### src/rtl/bin2bcd_seq.sv
// bin2bcd_seq: sequential double-dabble binary-to-BCD converter.
// One shift per clock; WIDTH shift cycles plus one result cycle.
// Feeds an N x 7-segment driver: o_Data is its digit data and o_Idle its
// idle input, so the display only ever sees complete results.
//
// Ports:
//   i_Clock     system clock, rising edge
//   i_Reset     asynchronous active-high reset
//   i_Start     conversion request, sampled only in IDLE
//   i_Value     unsigned binary input, captured with i_Start
//   o_Busy      high in SHIFT and DONE
//   o_Idle      ~o_Busy
//   o_Done      one-cycle pulse when o_Data/o_Overflow update
//   o_Data      packed BCD, digit 0 in [3:0], held between conversions
//   o_Overflow  last value did not fit in DIGITS digits
//
// state | meaning
// IDLE  | waiting for i_Start, outputs hold the last result
// SHIFT | one adjust-and-shift per edge, WIDTH edges
// DONE  | publish result, pulse o_Done, return to IDLE
module bin2bcd_seq #(
   parameter int       WIDTH    = 14,
   parameter int       DIGITS   = 4,
   parameter bit       SATURATE = 1'b1
) (
   input  logic                  i_Clock,
   input  logic                  i_Reset,
   input  logic                  i_Start,
   input  logic [WIDTH-1:0]      i_Value,
   output logic                  o_Busy,
   output logic                  o_Idle,
   output logic                  o_Done,
   output logic [DIGITS*4-1:0]   o_Data,
   output logic                  o_Overflow
);

   // Enough digits to hold 2^WIDTH-1 without internal overflow.
   localparam int MIN_DIGITS = (WIDTH + 2) / 3;
   localparam int INT_DIGITS = (DIGITS > MIN_DIGITS) ? DIGITS : MIN_DIGITS;
   localparam int ACC_W      = INT_DIGITS * 4;
   localparam int SR_W       = ACC_W + WIDTH;
   // Six bits so that WIDTH=32 can be loaded directly.
   localparam int CNT_W      = 6;

   typedef enum logic [1:0] {
      IDLE  = 2'd0,
      SHIFT = 2'd1,
      DONE  = 2'd2
   } state_t;

   state_t              r_state;
   logic [SR_W-1:0]     r_shift;
   logic [CNT_W-1:0]    r_cnt;

   logic [SR_W-1:0]     w_adj;
   logic [ACC_W-1:0]    w_acc;
   logic                w_ovf;

   // Add-3 on every BCD digit >= 5 before the shift; the binary field is
   // passed through untouched.
   always_comb begin
      w_adj = r_shift;
      for (int i = 0; i < INT_DIGITS; i++) begin
         if (r_shift[WIDTH + 4*i +: 4] >= 4'd5)
            w_adj[WIDTH + 4*i +: 4] = r_shift[WIDTH + 4*i +: 4] + 4'd3;
      end
   end

   assign w_acc = r_shift[SR_W-1 -: ACC_W];
   // Any nonzero digit above the displayed ones means the value is too big.
   assign w_ovf = |(w_acc >> (DIGITS*4));

   always_ff @(posedge i_Clock or posedge i_Reset) begin
      if (i_Reset) begin
         r_state    <= IDLE;
         r_shift    <= '0;
         r_cnt      <= '0;
         o_Busy     <= 1'b0;
         o_Done     <= 1'b0;
         o_Data     <= '0;
         o_Overflow <= 1'b0;
      end else begin
         o_Done <= 1'b0;
         case (r_state)
            IDLE: begin
               if (i_Start) begin
                  r_shift <= {{ACC_W{1'b0}}, i_Value};
                  r_cnt   <= CNT_W'(WIDTH);
                  o_Busy  <= 1'b1;
                  r_state <= SHIFT;
               end
            end
            SHIFT: begin
               r_shift <= {w_adj[SR_W-2:0], 1'b0};
               r_cnt   <= r_cnt - CNT_W'(1);
               if (r_cnt == CNT_W'(1))
                  r_state <= DONE;
            end
            DONE: begin
               o_Overflow <= w_ovf;
               if (w_ovf && SATURATE)
                  o_Data <= {DIGITS{4'h9}};
               else
                  o_Data <= w_acc[DIGITS*4-1:0];
               o_Done  <= 1'b1;
               o_Busy  <= 1'b0;
               r_state <= IDLE;
            end
            default: begin
               o_Busy  <= 1'b0;
               r_state <= IDLE;
            end
         endcase
      end
   end

   assign o_Idle = ~o_Busy;

endmodule

### config.mk
export PLATFORM = sky130hd
export DESIGN_NAME = bin2bcd_seq
export DESIGN_NICKNAME = d
export VERILOG_FILES = /design/src/rtl/bin2bcd_seq.sv
export SDC_FILE = /design/constraint.sdc
export NUM_CORES = 1
export LEC_CHECK = 0
export BUFFER_PORTS_ARGS = -buffer_cell sky130_fd_sc_hd__buf_4
export CORE_UTILIZATION = 40
export CTS_CLUSTER_DIAMETER = 150
export DETAILED_ROUTE_END_ITERATION = 8
export PLACE_DENSITY_LB_ADDON = 0.15
export SKIP_CTS_REPAIR_TIMING = 1
export SLEW_MARGIN = 10
export SYNTH_ARGS = -nofsm -noshare
export SYNTH_HDL_FRONTEND = slang
export SYNTH_SLANG_ARGS = --single-unit
### constraint.sdc
create_clock -name i_Clock -period 2.4 [get_ports i_Clock]
set_clock_uncertainty 0.05 [all_clocks]
set_input_delay 0.24 -clock i_Clock [delete_from_list [all_inputs] [get_ports i_Clock]]
set_output_delay 0.24 -clock i_Clock [all_outputs]
set_load 0.01 [all_outputs]
==> metrics.csv, run 1 <==
metric,value,unit
status,"finished, final reports clean",
layout_min_cycle_time,1.66,ns
synthCells,271,
path_max_fanout,4,
synth_top_area_cell,dfrtp_1,
io_pins,37,
max_cap_viol_count,0,
path_clk_slew,0.06,ns
grt_max_degree,36,
fillers,657,
worstPathArrival,1.84,ns
synth_area_leaders,"dfrtp_1 52%, ha_1 5.5%, o21ai_0 4.4%, and3b_1 4.2%, a21oi_1 3.9%",
dieArea,7680,um^2
powerDensity,1240,nW/um^2
avgSynthCellArea,10.8,um^2
path_cells,inv_1 -> ha_1 -> nand2b_1 -> a21oi_1 -> mux2i_1 -> a22o_1,
drt_iter0_drc,92,
synth_area,2930,um^2
drive_gt1_share,21.3,%
routed-via-count,2114,
gp_congestion,0.722,
cts_buffers,9,
dieHeight,87.6,um
cts_root_buffer,clkbuf_8,
nNetsFinal,341,
dp_hpwl,4120,um
clock_path_buffers,2,
critPathBufInv,1,
ant_nets,0,
regArea,1530,um^2
fin_util,50.2,%
grtUsageTotal,18.9,%
overflow,0,
setup_tns,0,ns
irDropWorstVdd,0.427,mV
max_stage_delay,0.40,ns
cts_tree,built,
hold_viol,0,
timing.final.max_slew_violations,0,
crit_path_end_kind,flip-flop,
yosysUniqueCellTypes,38,
numPortBuffers,36,
fmax,602,MHz
antenna_found_initial,0,
routedWlPerCell,15.2,um
p_leak,1.71,nW
htree_levels,3,
core-area,6940,um^2
yosys_warnings,0,
hold_path_class,primary input to flip-flop,
clock-sinks,61,
multiInputGateArea,1250,um^2
yosysSeqAreaShare,52.1,%
clk_latency,0.34,ns
cp.required,2.58,ns
post-synth-top-count-cell,dfrtp_1,
synth-seq-cells,61,
row_count,30,
synth-async-reset-ratio,100,%
grt_pass1_wl,10800,um
die_w,87.6,um
rsz0062_at_grt,no,
drt-total-wl,6220,um
vias_per_cell,5.16,
drtPass1Iterations,4,
cp_top_family,compound AO/OA/AOI/OAI gates,
antennaDiodeCount,0,
syn-num-nets,301,
start_util,42.2,%
areaGrowthSynthToFinish,18.9,%
synth_edf_count,0,
grt_pass1_vias,2165,
relSlewSlack,60.1,%
drc,0,
crit_slowest_cell,dfrtp_1,
synthFlopType,dfrtp_1,
worst_pin_slew,0.598,ns
yosysTopAreaCellShare,52.1,%
min_period_over_period,69.2,%
cp-start-kind,flip-flop,
critical_path_class,flip-flop to flip-flop,
synthTopCellsByCount,"61 x dfrtp_1, 26 x o21ai_0, 23 x a21oi_1",
setup_violations,0,
==> metrics by stage <==
stage / power, W / setup WS, ns / cells / hold slack, ns / area (um^2)
floorplan: 0.00303 / 0.597 / 271 / 0.330 / 2930
global placement: 0.00345 / 0.739 / 395 / 0.310 / 3290
detailed placement: 0.00350 / 0.722 / 395 / 0.302 / 3290
CTS: 0.00437 / 0.711 / 409 / -0.0589 / 3480
global route: 0.00470 / 0.586 / 410 / 0.0793 / 3490
finish: 0.00433 / 0.740 / 410 / 0.0838 / 3490
==> registers in the layout, indices dropped and copies added (netlist names) <==
register    count
r_state         2
o_Busy          1
o_Done          1
o_Data         16
r_shift        34
o_Overflow      1
r_cnt           6
==> area by class of cell <==
| type | count | share of cell area (%) |
|---|---|---|
| multi-input combinational | 179 | 35.8 |
| inverter | 15 | 1.61 |
| timing repair buffer | 45 | 10.1 |
| clock buffer | 13 | 5.13 |
| sequential | 61 | 43.8 |
| tap | 96 | 3.44 |
| clock inverter | 1 | 0.144 |
==> power breakdown <==
group | total, W | switching [W] | internal, W
registers | 0.00171 | 0.000296 | 0.00141
logic | 0.00177 | 0.000931 | 0.000843
clock network | 0.000851 | 0.000377 | 0.000475
==> placed cells by master, fill, tap and decap left out, types with 3 or more instances in the layout <==
| cell | count |
|---|---|
| inv_1 | 13 |
| ha_1 | 13 |
| a32o_1 | 5 |
| mux2i_1 | 6 |
| nand2b_1 | 7 |
| a21oi_1 | 23 |
| buf_4 | 43 |
| xnor2_1 | 6 |
| o21ai_0 | 26 |
| o22a_1 | 4 |
| nor2_1 | 10 |
| a22o_1 | 10 |
| and3b_1 | 14 |
| dfrtp_1 | 61 |
| xor2_1 | 3 |
| o22ai_1 | 6 |
| nand2_1 | 22 |
| clkbuf_8 | 13 |
| o31ai_1 | 5 |
==> routing by layer <==
layer | share of wire, % | up-vias | track usage (%)
li1 | - | 1044 | -
met1 | 48 | 1031 | 26.2
met3 | 3.3 | 8 | 4.62
met4 | 1.2 | 0 | 7.15
met5 | 0 | - | 0
met2 | 47 | 31 | 28.8
==> path summary, 6_finish.rpt <==
check / slack [ns] / depth (start not counted) / startpoint / end
setup / recovery: 0.74 / 6 / r_shift[14]$_DFFE_PP0P_ / r_shift[16]$_DFFE_PP0P_
hold / removal: 0.08 / 2 / i_Value[0] / r_shift[0]$_DFFE_PP0P_
setup reg to reg: 0.74 / 6 / r_shift[14]$_DFFE_PP0P_ / r_shift[16]$_DFFE_PP0P_
hold reg to reg: 0.43 / 1 / r_cnt[4]$_DFFE_PP0P_ / r_cnt[4]$_DFFE_PP0P_
max in group asynchronous: 1.22 / 4 / i_Reset / o_Data[8]$_DFFE_PP0P_
min in group asynchronous: 0.49 / 3 / i_Reset / r_shift[4]$_DFFE_PP0P_
==> logic make-up after synthesis <==
kind of cell,share of synthesized area [%]
DFF,52.1
muxes,2.05
adders and majority gates,5.55
and+or+nand+nor,12.9
AOI/OAI and AO/OA,19.3
xor gates and xnor gates,2.69
buffers and inverters,5.38
No activity file was read; power rests on OpenSTA's default activity.
==> run 2, diff against run 1 <==
Clock period 2.4 ns to 1.7 ns, I/O delays scaled along.
==> metrics.csv, run 2 (synthesis gave the netlist of run 1 again) <==
metric,value,unit
status,"finished, final reports clean",
overflow,0,
clk_latency,0.33,ns
r2r_slack,0.15,ns
dp_hpwl,4100,um
ant_nets,0,
powerDensity,1750,nW/um^2
cp-start-kind,flip-flop,
postPlaceCellArea,3380,um^2
die_w,87.6,um
vias_per_cell,5.27,
clock-sinks,61,
hold_path_class,primary input to flip-flop,
areaGrowthSynthToFinish,22.5,%
htree_levels,3,
drive_gt1_share,24.5,%
path_clk_slew,0.06,ns
irDropWorstVdd,0.825,mV
min_period_over_period,91.3,%
grt_max_degree,23,
nNetsFinal,351,
holdWs,0.0380,ns
grt_pass1_vias,2134,
setup_violations,0,
fin_area,3590,um^2
worstPathArrival,1.72,ns
layout_setup_ws,0.149,ns
path_max_fanout,5,
drt_iter0_drc,127,
numPortBuffers,36,
timing.final.max_slew_violations,0,
critical_path_class,flip-flop to flip-flop,
drc,0,
crit_path_end_kind,flip-flop,
cts_tree,built,
fmax,645,MHz
cp.required,1.87,ns
preCtsSetupSlack,0.119,ns
drt-total-wl,6130,um
p_leak,1.76,nW
antenna_found_initial,0,
hold_viol,0,
fin_util,51.7,%
antennaDiodeCount,0,
row_count,30,
gp_congestion,0.754,
setup_tns,0,ns
drtPass1Iterations,4,
grt_pass1_wl,10300,um
rsz0062_at_grt,no,
dieArea,7680,um^2
layout_min_cycle_time,1.55,ns
max_cap_viol_count,0,
grtUsageTotal,17.9,%
top_register,r_shift,
routed-via-count,2208,
core-area,6940,um^2
relSlewSlack,64.4,%
clock_path_buffers,2,
dieHeight,87.6,um
largest_reg_flops,34,
start_util,42.2,%
final_cell_mix,"61 x dfrtp_1, 52 x buf_4, 26 x o21ai_0, 22 x nand2_1, 20 x a21oi_1",
cts_buffers,9,
final_common_cell,dfrtp_1,
reg.largest.list,"r_shift x34, o_Data x16, r_cnt x6",
cts_root_buffer,clkbuf_8,
worst_pin_slew,0.533,ns
routedWlPerCell,14.6,um
io_pins,37,
[run 2: cell types whose count changed in the layout (fill, tap and decap cells not counted), moves of 2 or more]
cell      before  now
a21oi_2        0    3
a21oi_1       23   20
buf_4         43   52
clkbuf_8      13   11
[run 2: where the power goes]
group | leakage (nW) | internal [W] | total, W | switching [W]
Sequential | 0.790 | 0.00199 | 0.00242 | 0.000426
Combinational | 0.869 | 0.00128 | 0.00262 | 0.00134
Clock | 0.0971 | 0.000730 | 0.00126 | 0.000528
Total | 1.76 | 0.00400 | 0.00629 | 0.00229
[run 2: stage by stage]
step	instances	power (W)
3_5_place_dp	405	0.00503
5_1_grt	419	0.00680
4_1_cts	418	0.00630
2_1_floorplan	271	0.00427
6_report	419	0.00629
3_3_place_gp	405	0.00496
[run 2: final timing paths]
kind	cells past startpoint	endpoint	start
max	6	r_shift[20]$_DFFE_PP0P_	r_shift[19]$_DFFE_PP0P_
min	2	r_shift[0]$_DFFE_PP0P_	i_Value[0]
max reg2reg	6	r_shift[20]$_DFFE_PP0P_	r_shift[19]$_DFFE_PP0P_
min reg2reg	2	r_shift[2]$_DFFE_PP0P_	r_shift[2]$_DFFE_PP0P_
max in group asynchronous	4	r_state[1]$_DFFE_PP0P_	i_Reset
min in group asynchronous	3	o_Data[6]$_DFFE_PP0P_	i_Reset
[run 2: area by class of cell]
cell class | count | area [um^2]
clock inverter | 2 | 35.0
timing repair buffer | 55 | 440
sequential | 61 | 1530
fill | 639 | 3350
tap | 96 | 120
inverter | 15 | 60.1
multi-input combinational | 179 | 1260
clock buffer | 11 | 151
[run 2: routing by layer]
metal	vias up	part of all wire [%]	global-route usage, %
met4	0	0.96	7.60
li1	1070	-	-
met5	-	0	0
met3	4	2.7	3.77
met1	1092	51	25.8
met2	42	45	26.0
[run 2: worst max-delay path, cell delays in order, from the launching register on]
cell	delay [ns]
dfrtp_1	0.37
inv_1	0.13
ha_1	0.22
nand2b_1	0.08
a21oi_1	0.28
mux2i_1	0.12
a22o_1	0.20
